<file path="src/rtl/perceptron_pkg.sv">
// Shared types for the perceptron feeder: FSM state encoding and the
// weight-bank select codes driven on W1W0b_en_o.
package perceptron_pkg;

  localparam int unsigned ADDR_W = 3;
  localparam int unsigned CNT_W  = 8;

  typedef enum logic [2:0] {
    IDLE    = 3'd0,
    LOAD_W0 = 3'd1,
    LOAD_W1 = 3'd2,
    SETTLE  = 3'd3,
    STREAM  = 3'd4,
    DONE    = 3'd5
  } state_t;

  typedef enum logic [1:0] {
    EN_RUN = 2'b00,
    EN_W0  = 2'b01,
    EN_W1  = 2'b10
  } wb_en_t;

  function automatic logic is_load(input state_t s);
    return (s == LOAD_W0) || (s == LOAD_W1);
  endfunction

endpackage

</file>
<file path="src/rtl/perceptron_fifo.sv">
// Registered stream FIFO; valid flag and head word are flops, so a word
// pushed in cycle N appears on the output no earlier than N+1.
module perceptron_fifo #(
  parameter int unsigned DW    = 8,
  parameter int unsigned DEPTH = 4
) (
  input  logic          clk,
  input  logic          reset,
  input  logic          flush,
  input  logic          push,
  input  logic [DW-1:0] push_data,
  input  logic          pop,
  output logic          val,
  output logic [DW-1:0] data,
  output logic          full_next_c
);

  localparam int unsigned AW = (DEPTH > 1) ? $clog2(DEPTH) : 1;
  localparam int unsigned CW = $clog2(DEPTH) + 1;

  logic [DW-1:0] mem [DEPTH];
  logic [AW-1:0] wr_ptr, wr_ptr_d, rd_ptr, rd_ptr_d;
  logic [CW-1:0] count, count_d;
  logic [DW-1:0] head_d;

  // Next pointers/occupancy; head bypasses the array when the pushed word becomes the head.
  always_comb begin
    rd_ptr_d = rd_ptr + AW'(pop);
    wr_ptr_d = wr_ptr + AW'(push);
    count_d  = count + CW'(push) - CW'(pop);
    head_d   = (push && (wr_ptr == rd_ptr_d)) ? push_data : mem[rd_ptr_d];
    if (flush) begin
      rd_ptr_d = '0;
      wr_ptr_d = '0;
      count_d  = '0;
      head_d   = '0;
    end
    full_next_c = (count_d == CW'(DEPTH));
  end

  always_ff @(posedge clk or negedge reset) begin
    if (!reset) begin
      wr_ptr <= '0;
      rd_ptr <= '0;
      count  <= '0;
      val    <= 1'b0;
      data   <= '0;
    end else begin
      wr_ptr <= wr_ptr_d;
      rd_ptr <= rd_ptr_d;
      count  <= count_d;
      val    <= (count_d != '0);
      data   <= head_d;
    end
  end

  always_ff @(posedge clk) begin
    if (push && !flush) mem[wr_ptr] <= push_data;
  end

endmodule

</file>
<file path="src/rtl/perceptron_feeder.sv">
// Sequences a perceptron job: loads W0/bias and W1 words from the host stream,
// then forwards num_samples host words to the perceptron through a FIFO.
module perceptron_feeder
  import perceptron_pkg::*;
#(
  parameter int unsigned DW    = 8,
  parameter int unsigned NW0   = 4,
  parameter int unsigned NW1   = 2,
  parameter int unsigned DEPTH = 4
) (
  input  logic              clk,
  input  logic              reset,
  input  logic              start_i,
  input  logic              abort_i,
  input  logic [7:0]        num_samples_i,
  input  logic              host_val_i,
  output logic              host_rdy_o,
  input  logic [DW-1:0]     host_data_i,
  output logic [1:0]        W1W0b_en_o,
  output logic              wb_we_o,
  output logic [ADDR_W-1:0] wb_addr_o,
  output logic [DW-1:0]     wb_data_o,
  output logic              val_o,
  input  logic              rdy_i,
  output logic [DW-1:0]     data_o,
  output logic              busy_o,
  output logic              done_o
);

  state_t             state_q, state_d;
  wb_en_t             en_q, en_d;
  logic [CNT_W-1:0]   num_q, num_d, pushed_q, pushed_d, sent_q, sent_d;
  logic [ADDR_W-1:0]  idx_q, idx_d, wb_addr_d;
  logic [DW-1:0]      wb_data_d;
  logic               host_rdy_d, wb_we_d, busy_d, done_d;
  logic               host_xfer, push, pop, full_next_c;

  assign host_xfer  = host_val_i & host_rdy_o;
  assign push       = host_xfer & (state_q == STREAM) & ~abort_i;
  assign pop        = val_o & rdy_i;
  assign W1W0b_en_o = en_q;

  perceptron_fifo #(.DW(DW), .DEPTH(DEPTH)) u_fifo (
    .clk        (clk),
    .reset      (reset),
    .flush      (abort_i),
    .push       (push),
    .push_data  (host_data_i),
    .pop        (pop),
    .val        (val_o),
    .data       (data_o),
    .full_next_c(full_next_c)
  );

  always_comb begin
    state_d   = state_q;
    num_d     = num_q;
    idx_d     = idx_q;
    pushed_d  = pushed_q + CNT_W'(push);
    sent_d    = sent_q + CNT_W'(pop);
    wb_we_d   = 1'b0;
    wb_addr_d = wb_addr_o;
    wb_data_d = wb_data_o;
    en_d      = en_q;
    case (state_q)
      IDLE: begin
        if (start_i) begin
          state_d  = LOAD_W0;
          num_d    = num_samples_i;
          idx_d    = '0;
          pushed_d = '0;
          sent_d   = '0;
          en_d     = EN_W0;
        end
      end
      LOAD_W0: begin
        en_d = EN_W0;
        if (host_xfer) begin
          wb_we_d   = 1'b1;
          wb_addr_d = idx_q;
          wb_data_d = host_data_i;
          if (idx_q == ADDR_W'(NW0 - 1)) begin
            idx_d   = '0;
            state_d = LOAD_W1;
          end else begin
            idx_d = idx_q + ADDR_W'(1);
          end
        end
      end
      LOAD_W1: begin
        en_d = EN_W1;
        if (host_xfer) begin
          wb_we_d   = 1'b1;
          wb_addr_d = idx_q;
          wb_data_d = host_data_i;
          if (idx_q == ADDR_W'(NW1 - 1)) begin
            idx_d   = '0;
            state_d = SETTLE;
          end else begin
            idx_d = idx_q + ADDR_W'(1);
          end
        end
      end
      // The last W1 strobe lands in this cycle under EN_W1; run mode follows.
      SETTLE: begin
        en_d    = EN_RUN;
        state_d = (num_q == '0) ? DONE : STREAM;
      end
      STREAM: begin
        if (pop && (sent_d == num_q)) state_d = DONE;
      end
      DONE:    state_d = IDLE;
      default: state_d = IDLE;
    endcase

    if (abort_i) begin
      state_d  = IDLE;
      en_d     = EN_RUN;
      wb_we_d  = 1'b0;
      idx_d    = '0;
      pushed_d = '0;
      sent_d   = '0;
    end

    // Registered handshake and status derived from the next state.
    busy_d     = (state_d != IDLE);
    done_d     = (state_d == DONE);
    host_rdy_d = is_load(state_d) ||
                 ((state_d == STREAM) && !full_next_c && (pushed_d < num_d));
  end

  always_ff @(posedge clk or negedge reset) begin
    if (!reset) begin
      state_q    <= IDLE;
      en_q       <= EN_RUN;
      num_q      <= '0;
      pushed_q   <= '0;
      sent_q     <= '0;
      idx_q      <= '0;
      host_rdy_o <= 1'b0;
      wb_we_o    <= 1'b0;
      wb_addr_o  <= '0;
      wb_data_o  <= '0;
      busy_o     <= 1'b0;
      done_o     <= 1'b0;
    end else begin
      state_q    <= state_d;
      en_q       <= en_d;
      num_q      <= num_d;
      pushed_q   <= pushed_d;
      sent_q     <= sent_d;
      idx_q      <= idx_d;
      host_rdy_o <= host_rdy_d;
      wb_we_o    <= wb_we_d;
      wb_addr_o  <= wb_addr_d;
      wb_data_o  <= wb_data_d;
      busy_o     <= busy_d;
      done_o     <= done_d;
    end
  end

endmodule

</file>
<file path="config.mk">
export PLATFORM = sky130hd
export DESIGN_NAME = perceptron_feeder
export DESIGN_NICKNAME = d
export VERILOG_FILES = /design/src/rtl/perceptron_pkg.sv /design/src/rtl/perceptron_fifo.sv /design/src/rtl/perceptron_feeder.sv
export SDC_FILE = /design/constraint.sdc
export NUM_CORES = 1
export LEC_CHECK = 0
export ABC_CLOCK_PERIOD_IN_PS = 9480
export BUFFER_PORTS_ARGS = -buffer_cell sky130_fd_sc_hd__buf_4
export CORE_MARGIN = 4
export CORE_UTILIZATION = 50
export CTS_CLUSTER_DIAMETER = 30
export DETAILED_ROUTE_END_ITERATION = 6
export HOLD_SLACK_MARGIN = 0.05
export PLACE_DENSITY = 0.7
export SKIP_LAST_GASP = 1
export SLEW_MARGIN = 0
export SYNTH_ARGS = -nofsm -noshare
export SYNTH_HDL_FRONTEND = slang
export SYNTH_SLANG_ARGS = --single-unit
</file>
<file path="constraint.sdc">
create_clock -name clk -period 9.48 [get_ports clk]
set_input_delay 2.844 -clock clk [delete_from_list [all_inputs] [get_ports clk]]
set_output_delay 2.844 -clock clk [all_outputs]
set_load 0.005 [all_outputs]
</file>
==> metrics.yaml, run 1 <==
critPathLaunchType: "input port"
synth_seq_cells: 95
wire_per_inst_um: 17.0
worstPathRequired_ps: 9790
p_leak_nw: 2.27
avgSynthCellArea_um2: 12.8
crit_path_start: "abort_i"
final_nets: 436
synth_top_family_by_area: "simple AND/OR/NAND/NOR gates"
synth_seq_area_share: 0.573
crit_type: "input port to register"
detail-route-antenna-nets: 0
worst-r2r-setup-slack_ps: 5530
core_um2: 8680
min_path_cells: 1
fmax_ghz: 0.180
setup-tns-final_ps: 0
synth_fp_nets: 387
fin_crit_sh: 0.587
num_vias: 2754
area_growth_pct: 15.7
status: "finished, final reports clean"
postLayoutCellArea_um2: 5130
place_congestion: 0.783
clkPwrFrac: 0.303
die_y_um: 102
worst_clock_skew_ps: 11.7
clock_tree.buffer_depth: 2
slew_headroom: 0.282
synth-compound-area-share: 0.0469
synth_xor_area_frac: 0.0599
crit_fanout: 26
hold_viol: 0
finalSetupViolations: 0
max_cap_violations: 0
finalCriticalPeriod_ps: 5560
grt_use_total: 0.182
die_w_um: 102
cts_tree: "done"
dpl_cell_area_um2: 4900
hold_class: "register to register"
ys_types: 48
clk_latency_ps: 370
finalMaxSlewViolations: 0
tightest_slew_ps: 1080
worstReg2RegStart: "state_q[2]"
crit_path_end: "host_rdy_o"
dr.pass1.iters: 4
numPortBuffers: 47
detail_route.iter0.violations: 118
start_util: 0.511
diodes: 0
dpl.cell_count: 491
combPwrFrac: 0.199
cts.sinks: 95
final_cell_mix: "63 x dfrtp_1, 50 x buf_4, 36 x nor2_1"
htreeDepth: 3
holdWs_ps: 517
async_flop_share: 0.663
drt-vias-per-instance: 5.43
placementRows: 34
grt_first_pass_wirelength_um: 14500
r2r-end: "host_rdy_o"
cts.hold.buffers_added: 0
dp_hpwl_um: 6070
cts-resized-gates: 0
muxShareOfSynthArea: 0.110
overflow: 0
cp.arrival_ps: 5870
final_common_cell: "dfrtp_1"
cts_setup_buffers: 0
clkTransAtPathRegs_ps: 100
dieArea_um2: 10400
sw_frac_of_total: 0.277
cts_root_buf: "clkbuf_8"
rsz0062_at_grt: "false"
final_cells: 507
ir_worst_vdd_mv: 0.0909
intPower_mw: 0.694
drc_errors: 0
synth_adder_area_share: 0.0582
ioPinCount: 48
drive_above_1_share: 0.241
pwr-share-seq: 0.498
end_kind: "register"
yosys.area_share.simple: 0.127
power.density_nw_per_um2: 187
antenna_found_initial: 0
grt_pass1_vias: 2829
routed_wl_um: 8620
ys.flop_type: "dfrtp_1"
p_switching_mw: 0.266
syn-instance-count: 345
grt_max_degree: 64
synth_edf_count: 32
cts_buffers: 9
ys_warn_count: 0
rr_worst_depth: 14
syn-cell-area_um2: 4430
## Yosys cell counts, drive strengths merged, types with 4 or more instances
cell type	count	area share
a21o	4	0.0068
a21oi	6	0.0068
a221oi	4	0.0079
and2	7	0.0099
clkbuf	11	0.0093
dfrtp	63	0.36
edfxtp	32	0.22
ha	19	0.054
inv	18	0.015
mux2	14	0.036
mux2i	15	0.034
mux4	8	0.041
nand2	11	0.0093
nand3	9	0.010
nor2	36	0.030
nor2b	12	0.017
nor3	7	0.010
or2	5	0.0071
xnor2	13	0.026
xor2	12	0.024
## state kept, by name, indices dropped and copies added (netlist names), 3 cells and up
signal        flops
idx_q             3
num_q             8
pushed_q          8
sent_q            8
state_q           3
u_fifo.count      3
u_fifo.data       8
u_fifo.mem       32
wb_addr_o         3
wb_data_o         8
## layout make-up
cell class	count	area (um^2)
Clock buffer	9	124
Clock inverter	7	103
Fill cell	718	3550
Inverter	18	67.6
Multi-Input combinational cell	220	1790
Sequential cell	95	2540
Tap cell	108	135
Timing Repair Buffer	50	375
## routing by layer
metal / global-route usage / vias to the layer above / part of all wire / routed length (um)
li1: - / 1311 / - / -
met1: 0.267 / 1376 / 0.46 / 4010
met2: 0.270 / 60 / 0.47 / 4010
met3: 0.0491 / 7 / 0.060 / 516
met4: 0.0484 / 0 / 0.0099 / 85
met5: 0 / - / 0 / 0
## stage by stage
stage | utilization | power, mW | setup WS, ps
finish | 0.591 | 0.959 | 3920
detailed placement | 0.565 | 0.680 | 3560
global placement | 0.565 | 0.677 | 3630
floorplan | - | 0.602 | 3860
global route | 0.591 | 1.01 | 3700
CTS | 0.591 | 0.972 | 3920
## critical path, cell delays in order
cell,delay (ps)
buf_4,210
or3_4,440
inv_1,160
ha_1,230
ha_1,220
nand2_1,70
or2_2,280
xor2_1,150
nor2_1,140
ha_1,270
a21o_1,150
a2111oi_0,380
o311a_1,220
a21o_1,100
## kinds of logic after synthesis
group	count (synthesis)
simple gates	106
flops	95
mux	37
compound gates	30
buf+inv	30
xor+xnor	27
fa+ha+maj	20
## how the worst min path moves through the flow
stage                  from            to  slack [ps]
5_1_grt        wb_data_o[1]  wb_data_o[1]         540
3_5_place_dp   wb_addr_o[1]  wb_addr_o[1]         500
2_1_floorplan  wb_addr_o[2]  wb_addr_o[2]         510
3_3_place_gp   wb_data_o[6]  wb_data_o[6]         490
4_1_cts        wb_addr_o[1]  wb_addr_o[1]         520
6_report       wb_addr_o[1]  wb_addr_o[1]         520
## power groups by stage
stage | sequential [mW] | clock [mW] | combinational [mW]
CTS | 0.478 | 0.299 | 0.195
global placement | 0.486 | 0 | 0.191
finish | 0.478 | 0.290 | 0.191
global route | 0.482 | 0.319 | 0.213
floorplan | 0.484 | 0 | 0.118
detailed placement | 0.486 | 0 | 0.194
Note: power is estimated with default switching activity, not from simulation.
==> inputs of run 2 (changes only) <==
- ABC_CLOCK_PERIOD_IN_PS: 9480 -> 4900
- PLACE_DENSITY: 0.7 -> 0.72
- clock period: 9.48 -> 4.9 ns (I/O delays scaled with it)
==> run 2 against run 1 <==
  * Largest power group unchanged
  * Global-route usage decreased by 0.66 points
  * Critical path depth grew 1
  * Cell area is 0.76% lower
  * First-iteration DRC count up 20%
==> metrics.yaml, run 2 (same netlist as run 1, synthesis figures left out) <==
detail-route-antenna-nets: 0  # unchanged
fin_crit_sh: 0.840
clkTransAtPathRegs_ps: 100  # about the same
p_leak_nw: 2.25  # was 2.27 nW
worst_clock_skew_ps: 17.6  # was 11.7 ps
hold_class: "register to register"  # unchanged
final_cell_mix: "63 x dfrtp_1, 51 x buf_4, 36 x nor2_1"  # was 63 x dfrtp_1, 50 x buf_4, 36 x nor2_1
core_um2: 8680  # unchanged
start_util: 0.511  # unchanged
wire_per_inst_um: 16.8  # was 17.0 um
slew_headroom: 0.339  # was 0.282
cts-resized-gates: 0  # unchanged
rsz0062_at_grt: "false"  # unchanged
grt_max_degree: 64  # unchanged
hold_viol: 0  # unchanged
final_common_cell: "dfrtp_1"  # unchanged
ir_worst_vdd_mv: 0.181  # was 0.0909 mV
power.density_nw_per_um2: 347  # was 187 nW/um^2
drive_above_1_share: 0.240  # was 0.241
cts.sinks: 95  # unchanged
cp.arrival_ps: 4400  # was 5870 ps
die_y_um: 102  # unchanged
clk_latency_ps: 350  # was 370 ps
place_congestion: 0.837  # was 0.783
cts_tree: "done"  # unchanged
dp_hpwl_um: 6040  # was 6070 um
die_w_um: 102  # unchanged
placementRows: 34  # unchanged
drc_errors: 0  # unchanged
grt_first_pass_wirelength_um: 13900  # was 14,500 um
finalCriticalPeriod_ps: 4120
cts.hold.buffers_added: 0  # unchanged
end_kind: "register"  # unchanged
setup-tns-final_ps: 0  # unchanged
ioPinCount: 48  # unchanged
critPathLaunchType: "input port"  # unchanged
clock_tree.buffer_depth: 2  # unchanged
crit_type: "input port to register"  # unchanged
overflow: 0  # unchanged
max_cap_violations: 0  # unchanged
cts_setup_buffers: 0  # unchanged
drt-vias-per-instance: 5.47  # was 5.43
dpl.cell_count: 492  # was 491
dr.pass1.iters: 4  # unchanged
final_nets: 437  # was 436
worstPathRequired_ps: 5190  # was 9790 ps
area_growth_pct: 14.9  # was 15.7%
final_cells: 508  # was 507
crit_fanout: 6  # was 26
cts_root_buf: "clkbuf_8"  # unchanged
antenna_found_initial: 1  # was 0
finalMaxSlewViolations: 0  # unchanged
numPortBuffers: 47  # unchanged
fmax_ghz: 0.243
grt_use_total: 0.175  # was 0.182
detail_route.iter0.violations: 142  # was 118
grt_pass1_vias: 2766  # was 2,829
routed_wl_um: 8550  # was 8620 um
num_vias: 2778  # was 2,754
status: "finished, final reports clean"  # unchanged
tightest_slew_ps: 989  # was 1080 ps
largest-register: "u_fifo.mem"  # unchanged
largest_register_ff_count: 32  # unchanged
finalSetupViolations: 0  # unchanged
cts_buffers: 9  # unchanged
diodes: 0  # unchanged
htreeDepth: 3  # unchanged
dieArea_um2: 10400  # unchanged
[run 2: cell types whose count changed in the layout (fill, tap and decap cells not counted)]
cell | before | now
clkinv_8 | 2 | 0
clkinvlp_4 | 0 | 2
buf_4 | 50 | 51
bufinv_16 | 1 | 0
clkbuf_1 | 0 | 1
clkinv_4 | 1 | 2
inv_8 | 2 | 1
[run 2: layout make-up]
class | count | area (um^2)
Timing Repair Buffer | 51 | 383
Tap cell | 108 | 135
Inverter | 18 | 67.6
Sequential cell | 95 | 2540
Multi-Input combinational cell | 220 | 1790
Fill cell | 724 | 3590
Clock inverter | 6 | 52.6
Clock buffer | 10 | 128
[run 2: final timing paths]
check | startpoint | end | slack, ps | cells after the start
min in group asynchronous | reset | busy_o | 1200 | 1
hold reg to reg | wb_data_o[4] | wb_data_o[4] | 520 | 1
setup / recovery | host_val_i | host_rdy_o | 780 | 15
setup reg to reg | state_q[2] | host_rdy_o | 960 | 14
max in group asynchronous | reset | pushed_q[6] | 3160 | 1
hold / removal | wb_data_o[4] | wb_data_o[4] | 520 | 1
[run 2: metal layers]
layer	track usage	vias up	share of wire
li1	-	1323	-
met1	0.249	1386	0.45
met2	0.275	51	0.48
met3	0.0287	16	0.045
met4	0.0636	2	0.020
met5	0	-	0.0015
[run 2: power by group]
part / switching, mW / internal, mW / total, mW
registers: 0.0399 / 0.884 / 0.924
logic: 0.168 / 0.205 / 0.373
clock network: 0.277 / 0.192 / 0.469
total: 0.485 / 1.28 / 1.77
[run 2: per-stage QoR]
stage	util	area, um^2	setup WS (ps)	hold WS [ps]	power, mW
finish	0.586	5090	783	519	1.77
global route	0.586	5090	597	537	1.87
CTS	0.586	5090	802	521	1.79
detailed placement	0.566	4910	448	499	1.32
global placement	0.566	4910	528	494	1.31
floorplan	-	4430	652	505	1.16
[run 2: worst max-delay path: stages]
cell and delay, ps:
buf_4 100, nand2_1 90, or3_4 370, inv_1 170
ha_1 230, ha_1 220, nand2_1 60, or2_2 270
xor2_1 150, nor2_1 140, ha_1 260, a21o_1 150
a2111oi_0 390, o311a_1 230, a21o_1 100
